==> src/rtl/vga_pkg.sv <==
// Shared timing defaults, pattern selection codes and axis helpers for the VGA generator.
package vga_pkg;

  localparam int DEF_H_ACTIVE = 800;
  localparam int DEF_H_FP     = 56;
  localparam int DEF_H_SYNC   = 120;
  localparam int DEF_H_BP     = 64;
  localparam int DEF_V_ACTIVE = 600;
  localparam int DEF_V_FP     = 37;
  localparam int DEF_V_SYNC   = 6;
  localparam int DEF_V_BP     = 23;

  localparam int MAX_TOTAL = 2048;

  typedef enum logic [1:0] {
    PAT_BLACK = 2'd0,
    PAT_GRAD  = 2'd1,
    PAT_BARS  = 2'd2,
    PAT_CHECK = 2'd3
  } pattern_e;

  function automatic int axis_total(input int active, input int fp, input int sync, input int bp);
    return active + fp + sync + bp;
  endfunction

endpackage

==> src/rtl/vga_axis_counter.sv <==
// One raster axis: wrapping position counter plus active/sync decode for that axis.
module vga_axis_counter
  import vga_pkg::*;
#(
  parameter int   ACTIVE = DEF_H_ACTIVE,
  parameter int   FP     = DEF_H_FP,
  parameter int   SYNC   = DEF_H_SYNC,
  parameter int   BP     = DEF_H_BP,
  parameter logic POL    = 1'b1
) (
  input  logic        clk,
  input  logic        rst,
  input  logic        ce,
  input  logic        advance,
  output logic [10:0] cnt,
  output logic        wrap,
  output logic        active,
  output logic        sync
);

  localparam int TOTAL = axis_total(ACTIVE, FP, SYNC, BP);

  generate
    if (TOTAL > MAX_TOTAL || TOTAL < 2) begin : g_bad_total
      $error("vga_axis_counter: axis total %0d outside 2..%0d", TOTAL, MAX_TOTAL);
    end
  endgenerate

  // Compare in 12 bits so a sync window ending exactly at 2048 cannot alias to zero.
  localparam logic [10:0] LAST       = 11'(TOTAL - 1);
  localparam logic [11:0] ACT_END    = 12'(ACTIVE);
  localparam logic [11:0] SYNC_START = 12'(ACTIVE + FP);
  localparam logic [11:0] SYNC_END   = 12'(ACTIVE + FP + SYNC);

  assign wrap   = (cnt == LAST);
  assign active = ({1'b0, cnt} < ACT_END);
  assign sync   = (({1'b0, cnt} >= SYNC_START) && ({1'b0, cnt} < SYNC_END)) ? POL : ~POL;

  always_ff @(posedge clk or posedge rst) begin
    if (rst) begin
      cnt <= '0;
    end else if (ce && advance) begin
      cnt <= wrap ? '0 : cnt + 11'd1;
    end
  end

endmodule

==> src/rtl/vga_timing_gen.sv <==
// Parametrised VGA raster generator with registered, mutually aligned timing, strobes and test patterns.
module vga_timing_gen
  import vga_pkg::*;
#(
  parameter int   H_ACTIVE = DEF_H_ACTIVE,
  parameter int   H_FP     = DEF_H_FP,
  parameter int   H_SYNC   = DEF_H_SYNC,
  parameter int   H_BP     = DEF_H_BP,
  parameter int   V_ACTIVE = DEF_V_ACTIVE,
  parameter int   V_FP     = DEF_V_FP,
  parameter int   V_SYNC   = DEF_V_SYNC,
  parameter int   V_BP     = DEF_V_BP,
  parameter logic HS_POL   = 1'b1,
  parameter logic VS_POL   = 1'b1,
  parameter int   FCW      = 8
) (
  input  logic           clk,
  input  logic           rst,
  input  logic           pix_ce,
  input  logic [1:0]     pattern_sel,
  output logic           h_sync,
  output logic           v_sync,
  output logic           de,
  output logic [10:0]    x,
  output logic [10:0]    y,
  output logic [3:0]     r,
  output logic [3:0]     g,
  output logic [3:0]     b,
  output logic           line_start,
  output logic           frame_start,
  output logic [FCW-1:0] frame_cnt
);

  localparam int             BAR_W    = (H_ACTIVE / 8 > 0) ? H_ACTIVE / 8 : 1;
  localparam logic [10:0]    BAR_LAST = 11'(BAR_W - 1);
  localparam logic [FCW-1:0] FC_ONE   = {{(FCW-1){1'b0}}, 1'b1};

  logic [10:0] h_cnt, v_cnt;
  logic        h_wrap, v_wrap, h_act, v_act, h_sync_c, v_sync_c;
  logic [2:0]  bar_idx;
  logic [10:0] bar_sub;
  pattern_e    pat_q, pat_now;
  logic        seen_first;
  logic        at_origin;
  logic [3:0]  r_c, g_c, b_c;

  vga_axis_counter #(.ACTIVE(H_ACTIVE), .FP(H_FP), .SYNC(H_SYNC), .BP(H_BP), .POL(HS_POL)) u_h_axis (
    .clk(clk), .rst(rst), .ce(pix_ce), .advance(1'b1),
    .cnt(h_cnt), .wrap(h_wrap), .active(h_act), .sync(h_sync_c)
  );

  vga_axis_counter #(.ACTIVE(V_ACTIVE), .FP(V_FP), .SYNC(V_SYNC), .BP(V_BP), .POL(VS_POL)) u_v_axis (
    .clk(clk), .rst(rst), .ce(pix_ce), .advance(h_wrap),
    .cnt(v_cnt), .wrap(v_wrap), .active(v_act), .sync(v_sync_c)
  );

  assign at_origin = (h_cnt == 11'd0) && (v_cnt == 11'd0);

  // Bar state tracks the current h_cnt, so it restarts whenever the line wraps back to x=0.
  always_ff @(posedge clk or posedge rst) begin
    if (rst) begin
      bar_idx <= '0;
      bar_sub <= '0;
    end else if (pix_ce) begin
      if (h_wrap) begin
        bar_idx <= '0;
        bar_sub <= '0;
      end else if (bar_sub == BAR_LAST) begin
        bar_sub <= '0;
        bar_idx <= (bar_idx == 3'd7) ? 3'd7 : bar_idx + 3'd1;
      end else begin
        bar_sub <= bar_sub + 11'd1;
      end
    end
  end

  // The frame's own first pixel already uses the freshly sampled selection.
  always_comb begin
    pat_now = at_origin ? pattern_e'(pattern_sel) : pat_q;
    r_c = 4'h0;
    g_c = 4'h0;
    b_c = 4'h0;
    if (h_act && v_act) begin
      case (pat_now)
        PAT_GRAD: begin
          r_c = h_cnt[3:0];
          g_c = v_cnt[3:0];
          b_c = h_cnt[3:0] + v_cnt[3:0];
        end
        PAT_BARS: begin
          r_c = {4{~bar_idx[1]}};
          g_c = {4{~bar_idx[2]}};
          b_c = {4{~bar_idx[0]}};
        end
        PAT_CHECK: begin
          r_c = {4{h_cnt[4] ^ v_cnt[4]}};
          g_c = {4{h_cnt[4] ^ v_cnt[4]}};
          b_c = {4{h_cnt[4] ^ v_cnt[4]}};
        end
        default: ;
      endcase
    end
  end

  always_ff @(posedge clk or posedge rst) begin
    if (rst) begin
      h_sync      <= ~HS_POL;
      v_sync      <= ~VS_POL;
      de          <= 1'b0;
      x           <= '0;
      y           <= '0;
      r           <= '0;
      g           <= '0;
      b           <= '0;
      line_start  <= 1'b0;
      frame_start <= 1'b0;
      frame_cnt   <= '0;
      pat_q       <= PAT_BLACK;
      seen_first  <= 1'b0;
    end else if (pix_ce) begin
      h_sync      <= h_sync_c;
      v_sync      <= v_sync_c;
      de          <= h_act && v_act;
      x           <= h_cnt;
      y           <= v_cnt;
      r           <= r_c;
      g           <= g_c;
      b           <= b_c;
      line_start  <= (h_cnt == 11'd0);
      frame_start <= at_origin;
      if (at_origin) begin
        pat_q      <= pat_now;
        seen_first <= 1'b1;
        if (seen_first) frame_cnt <= frame_cnt + FC_ONE;
      end
    end else begin
      line_start  <= 1'b0;
      frame_start <= 1'b0;
    end
  end

endmodule

==> config.mk <==
export PLATFORM = sky130hd
export DESIGN_NAME = vga_timing_gen
export DESIGN_NICKNAME = d
export VERILOG_FILES = /design/src/rtl/vga_pkg.sv /design/src/rtl/vga_axis_counter.sv /design/src/rtl/vga_timing_gen.sv
export SDC_FILE = /design/constraint.sdc
export NUM_CORES = 1
export LEC_CHECK = 0
export BUFFER_PORTS_ARGS = -buffer_cell sky130_fd_sc_hd__buf_2
export CORE_MARGIN = 2
export CORE_UTILIZATION = 40
export CTS_CLUSTER_SIZE = 16
export DETAILED_ROUTE_END_ITERATION = 16
export REMOVE_ABC_BUFFERS = 1
export SYNTH_ARGS = -nofsm -noshare
export SYNTH_HDL_FRONTEND = slang
export SYNTH_SLANG_ARGS = --single-unit
==> constraint.sdc <==
create_clock -name clk -period 2.99 [get_ports clk]
set_clock_uncertainty 0.05 [all_clocks]
set_input_delay 0.299 -clock clk [delete_from_list [all_inputs] [get_ports clk]]
set_output_delay 0.299 -clock clk [all_outputs]
set_load 0.01 [all_outputs]
[After elaboration in Yosys (flattened, before gate mapping)]
Index checks and enable logic that the tools add are counted.
Word-level totals
  logic and storage cells: 69
  output and inout bits: 47
  input bits: 5
  register bits after elaboration: 86
Operators by class
  reductions and logical operators: 11
  eq/ne operators: 7
  bitwise operators: 4
  multiplexer cells: 18
  add/subtract/negate cells: 6
  magnitude comparators: 6
Operators by type and width (count)
  11-bit by 10-bit < comparator with 1-bit output, second input constant: 4
  11-bit 2-to-1 mux: 4
  4-bit one-hot mux with 3 select lines: 3
  11-bit by 1-bit adder with 11-bit output, second input constant: 3
  11-bit by 10-bit greater-or-equal comparator with 1-bit output, second input constant: 2
  11-bit zero test: 2
  4-bit 2-to-1 mux: 3
  11-bit by 10-bit == test with 1-bit output, second input constant: 1
  11-bit == test, second input constant: 1
  11-bit by 7-bit == test with 1-bit output, second input constant: 1
  3-bit 2-to-1 mux: 3
  8-bit by 1-bit adder with 8-bit output, second input constant: 1
  1-bit logical AND: 5
  4-bit adder: 1
  2-bit == test, second input constant: 2
  1-bit 2-to-1 mux: 4
  2-bit AND reduction: 2
  3-bit by 1-bit adder with 3-bit output, second input constant: 1
  3-bit == test, second input constant: 1
  1-bit inverter: 3
  3-bit AND reduction: 1
  2-bit by 1-bit == test with 1-bit output, second input constant: 1
  2-bit 2-to-1 mux: 1
  2-bit nonzero test: 1
  1-bit XOR: 1

[Logic depth before layout (Yosys ltp)]
  depth after elaboration: 6
  gate-level depth with buffers: 8
  gate-level depth less buffers: 7

[Modules after synthesis]
A second synthesis with hierarchy kept.
Second synthesis, totals
  cell total of the unflattened synthesis: 375
  area, all modules: 4196.5 sq um
Modules (own cells, without submodules)
  vga_timing_gen: seq. area each 1601.5 sq um, cells each 244, instances 1, area an instance 2944.1 sq um
  vga_axis_counter (u_h_axis): seq. area each 275.3 sq um, cells each 67, instances 1, area an instance 631.9 sq um
  vga_axis_counter (u_v_axis): seq. area each 275.3 sq um, cells each 64, instances 1, area an instance 620.6 sq um

[Worst setup path after synthesis]
No wires, ideal clock.
  kind: reg2reg
  start point: reg u_h_axis.cnt[1]
  end point: reg b[0]
  setup slack: 0.994 ns
  setup time: 0.137 ns
  buffers on the path: 1
  cell stages (with the launch flop): 9
  period minus slack after synthesis: 1.996 ns
  data required time: 2.803 ns
  data arrival time: 1.808 ns
  path through: dfrtp_1 inv_1 ha_1 nor4b_4 nand3_1 o221a_1 o21ai_2 buf_6 o221ai_1
Between the ends
  longest elaborated chain between the ends: 6
  elaborated cells on any way between the ends: 10
  those cells by class: 1 x order compare; 3 x eq/ne; 3 x mux; 3 x reduce/logical
RTL lines
  from (decl): line vga_axis_counter.sv:15  | output logic [10:0] cnt,
  from (signal assigned): line vga_axis_counter.sv:43  | cnt <= wrap ? '0 : cnt + 11'd1;
  11-bit zero test: line vga_timing_gen.sv:57  | assign at_origin = (h_cnt == 11'd0) && (v_cnt == 11'd0);
  1-bit logical AND: line vga_timing_gen.sv:57
  2-bit 2-to-1 mux: line vga_timing_gen.sv:79  | pat_now = at_origin ? pattern_e'(pattern_sel) : pat_q;
  2-bit == test / 2-bit by 1-bit == test with 1-bit output (equally long branches): line vga_timing_gen.sv:84  | case (pat_now)
  4-bit one-hot mux with 3 select lines: line vga_timing_gen.sv:84
  4-bit 2-to-1 mux *: line vga_timing_gen.sv:83  | if (h_act && v_act) begin
  to (signal assigned): line vga_timing_gen.sv:114  | b <= '0;
  to (signal assigned): line vga_timing_gen.sv:128  | b <= b_c;
  to (decl): line vga_timing_gen.sv:28  | output logic [3:0] b,
Mark *: on every way between the ends. The rest lies on a longest branch, timed or not.
A chain may end at the register's enable or synchronous reset.

[Final worst setup path]
  start point: reg u_v_axis.cnt[7]
  end point: reg b[3]
Between the ends
  longest elaborated chain between the ends: 6
  elaborated cells on any way between the ends: 10
  those cells by class: 1 x order compare; 3 x eq/ne; 3 x mux; 3 x reduce/logical
RTL lines (line)
  from (decl): vga_axis_counter.sv:15
  from (signal assigned): vga_axis_counter.sv:43
  11-bit zero test: vga_timing_gen.sv:57
  1-bit logical AND: vga_timing_gen.sv:57
  2-bit 2-to-1 mux: vga_timing_gen.sv:79
  2-bit == test / 2-bit by 1-bit == test with 1-bit output (equally long branches): vga_timing_gen.sv:84
  4-bit one-hot mux with 3 select lines: vga_timing_gen.sv:84
  4-bit 2-to-1 mux *: vga_timing_gen.sv:83
Marks and branches as above.

==> flow_summary_export.csv <==
group,metric,value,unit
run_status,status,"finished with violations",
run_status,violations,"negative hold slack",
sta,rsz0062_at_grt,"no",
clock_tree,ctsResizeCount,0,
setup_path,critPathMaxFanout,12,
floorplan,die_x,107,µm
global_route,grt_max_degree,87,
power,p_leak,0.00227,µW
layout,layout_commonest_cell,"dfrtp_1",
clock_tree,cts_inserted_buffers,9,
layout,layout_common_cells,"dfrtp_1, buf_2, nand2_1, nor2_1, mux2_2",
drt,totalWireLength,9.20,mm
sta,slew_headroom,55.2,%
drt,viasPerCell,5.38,
job,drv_cap,0,
sta,setup-violations-final,0,
sta,hold-worst-slack,-62.7,ps
setup_path,crit_type,"flop to flop",
floorplan,initial_core_util,41.1,%
layout,antenna_cells,0,
clock_tree,clk_pin_slew,90,ps
global_route,antenna_found_initial,0,
global_route,busiest_layer,"met2",
floorplan,die-area,11400,µm²
synthesis,ys_async_sr_fraction,100,%
global_route,gr-usage-met2,27.2,%
hold_path,min_path_type,"input pin to asynchronous set/reset pin",
clock_tree,clock_latency,350,ps
synthesis,synth_cell_types,59,
drt,num_vias,3085,
synthesis,synthesis.area,4220,µm²
sta,worstMarginPinSlew,666,ps
sta,finalCritPeriodShare,83.1,%
drt,drt-wirelength-per-cell,16.1,µm
synthesis,ys_ff_latch,86,
floorplan,coreArea,10300,µm²
layout,finalInstanceArea,4790,µm²
clock_tree,cts-root-buf,"clkbuf_8",
setup_path,r2r-start,"u_v_axis.cnt[7]$_DFFE_PP0P_",
global_route,grtUsageMet3,3.34,%
synthesis,synth_edf_count,0,
clock_tree,cts_hold_buf,0,
global_route,met1_usage,23.6,%
floorplan,fp.dieH,107,µm
global_route,track_usage,17.2,%
place,dpl_cell_area,4590,µm²
clock_tree,cts_sinks,86,
clock_tree,postCtsSetupBuffers,0,
synthesis,ys.flop_type,"dfrtp_1",
global_route,grt_pass1_vias,3021,
floorplan,io_pins,52,
sta,slew_viol_final,0,
setup_path,rrSetupSlack,510,ps
global_route,grt-ovfl-total,0,
place,gp_congestion,0.822,
sta,timing.final.hold_violations,24,
synthesis,ys_seq_area_share,51.0,%
setup_path,required,3140,ps
drt,drtAntennaViolNets,0,
place,hpwlAfterDp,6.32,mm
setup_path,critPathLaunchType,"flop",
sta,finalCriticalPeriod,2480,ps
drt,drt-initial-drc-count,150,
clock_tree,htree_levels,3,
global_route,grt_first_pass_wirelength,15.4,mm
power,ir_drop,0.000303,V
synthesis,yosysWarnings,0,
floorplan,rows,37,
setup_path,r2r_end,"b[3]$_DFFE_PP0P_",
synthesis,syn_inst,385,
synthesis,synth.avg_cell_area,11.0,µm²
setup_path,ff2ff_path_depth,5,
setup_path,cp-end-kind,"flop",
drt,dr.pass1.iters,4,
power,p_per_area,639,nW/µm²
layout,finalNetCount,449,
setup_path,cp.arrival,2630,ps
layout,syn2layout_area_growth,13.5,%
sta,max_clock_freq,403,MHz
layout,drive_gt1_share,25.6,%
clock_tree,tritoncts,"built",
clock_tree,cts_buffer_depth,2,
place,port_buffers,51,
sta,tns,0,ps
drt,drc,0,
-- cells by family (layout without fill, tap and decap cells) --
| group | Yosys count | after routing | share of synthesized area [%] |
|---|---|---|---|
| mux | 24 | 24 | 6.37 |
| flops | 86 | 86 | 51.0 |
| simple gates | 132 | 132 | 18.0 |
| xor+xnor | 31 | 31 | 6.43 |
| buf+inv | 41 | 93 | 4.30 |
| compound gates | 59 | 59 | 10.1 |
| fa+ha+maj | 12 | 12 | 3.73 |
-- through the flow --
step,std cells,util [%],total power [µW],hold WS [ps],worst slack (ps)
floorplan,366,-,1980,342,419
global placement,557,44.7,2240,386,653
detailed placement,557,44.7,2250,400,577
CTS,573,46.6,3090,5.76,491
global route,573,46.6,3260,22.5,335
finish,573,46.6,3060,-62.7,506
-- critical path, stage by stage, from the launching register on --
cell and delay [ps]:
dfrtp_1 510, nor4_1 420, nand4_2 330, o221a_1 370
o21ai_2 430, o221ai_1 220
-- layout make-up --
cell class	instances	area, µm²
fill	999	5490
sequential	86	2150
timing repair buffer	55	298
tap	136	170
multi-input combinational	258	1890
clock buffer	11	141
inverter	22	83.8
clock inverter	5	58.8
-- worst max-delay path by stage --
stage                                            from               end  slack [ps]  depth (start not counted)
after floorplan                                   rst  b[0]$_DFFE_PP0P_         420                          1
after global placement    u_h_axis.cnt[0]$_DFFE_PP0P_  b[1]$_DFFE_PP0P_         650                          7
after detailed placement  u_h_axis.cnt[4]$_DFFE_PP0P_  b[1]$_DFFE_PP0P_         580                          5
after CTS                 u_h_axis.cnt[1]$_DFFE_PP0P_  b[3]$_DFFE_PP0P_         490                          7
after global routing      u_h_axis.cnt[1]$_DFFE_PP0P_  b[3]$_DFFE_PP0P_         340                          7
final                     u_v_axis.cnt[7]$_DFFE_PP0P_  b[3]$_DFFE_PP0P_         510                          5
-- report_power, final --
part / switching [µW] / internal [µW] / leakage (µW)
Clock: 425 / 410 / 0.0000955
Combinational: 351 / 310 / 0.00106
Sequential: 222 / 1340 / 0.00112
Total: 998 / 2060 / 0.00227
-- synth_stat cells (all sizes together), types with 2 or more instances --
cell type	instances	share of area, %
dfrtp	86	51
nand2	37	3.3
nor2	25	2.3
mux2	23	6.1
inv	22	2.0
o21ai	18	2.3
xnor2	16	3.3
xor2	15	3.1
nand3	14	1.7
nand4	14	2.4
o221ai	13	2.7
nor3	12	1.7
clkbuf	11	0.98
ha	11	3.3
a21oi	8	0.95
buf	8	1.4
nor4	6	1.5
and4	5	1.1
o31ai	4	0.71
a31oi	3	0.44
nor3b	3	0.77
or3	3	0.44
a21o	2	0.36
and3	2	0.30
nor2b	2	0.30
nor4b	2	0.92
o41ai	2	0.42
-- state kept, by name, summed over array words and instances, names as in the netlist --
signal	cells
b	4
bar_idx	3
bar_sub	11
de	1
frame_cnt	8
frame_start	1
g	4
h_sync	1
line_start	1
pat_q	2
r	4
seen_first	1
u_h_axis.cnt	11
u_v_axis.cnt	11
v_sync	1
x	11
y	11
-- layer usage --
layer	wire length (µm)	part of all wire [%]	up-vias
met5	0	0	-
met4	182	2.0	0
met3	311	3.4	15
met2	4310	47	70
met1	4390	48	1538
li1	-	-	1462
(Power assumes the default switching activity.)
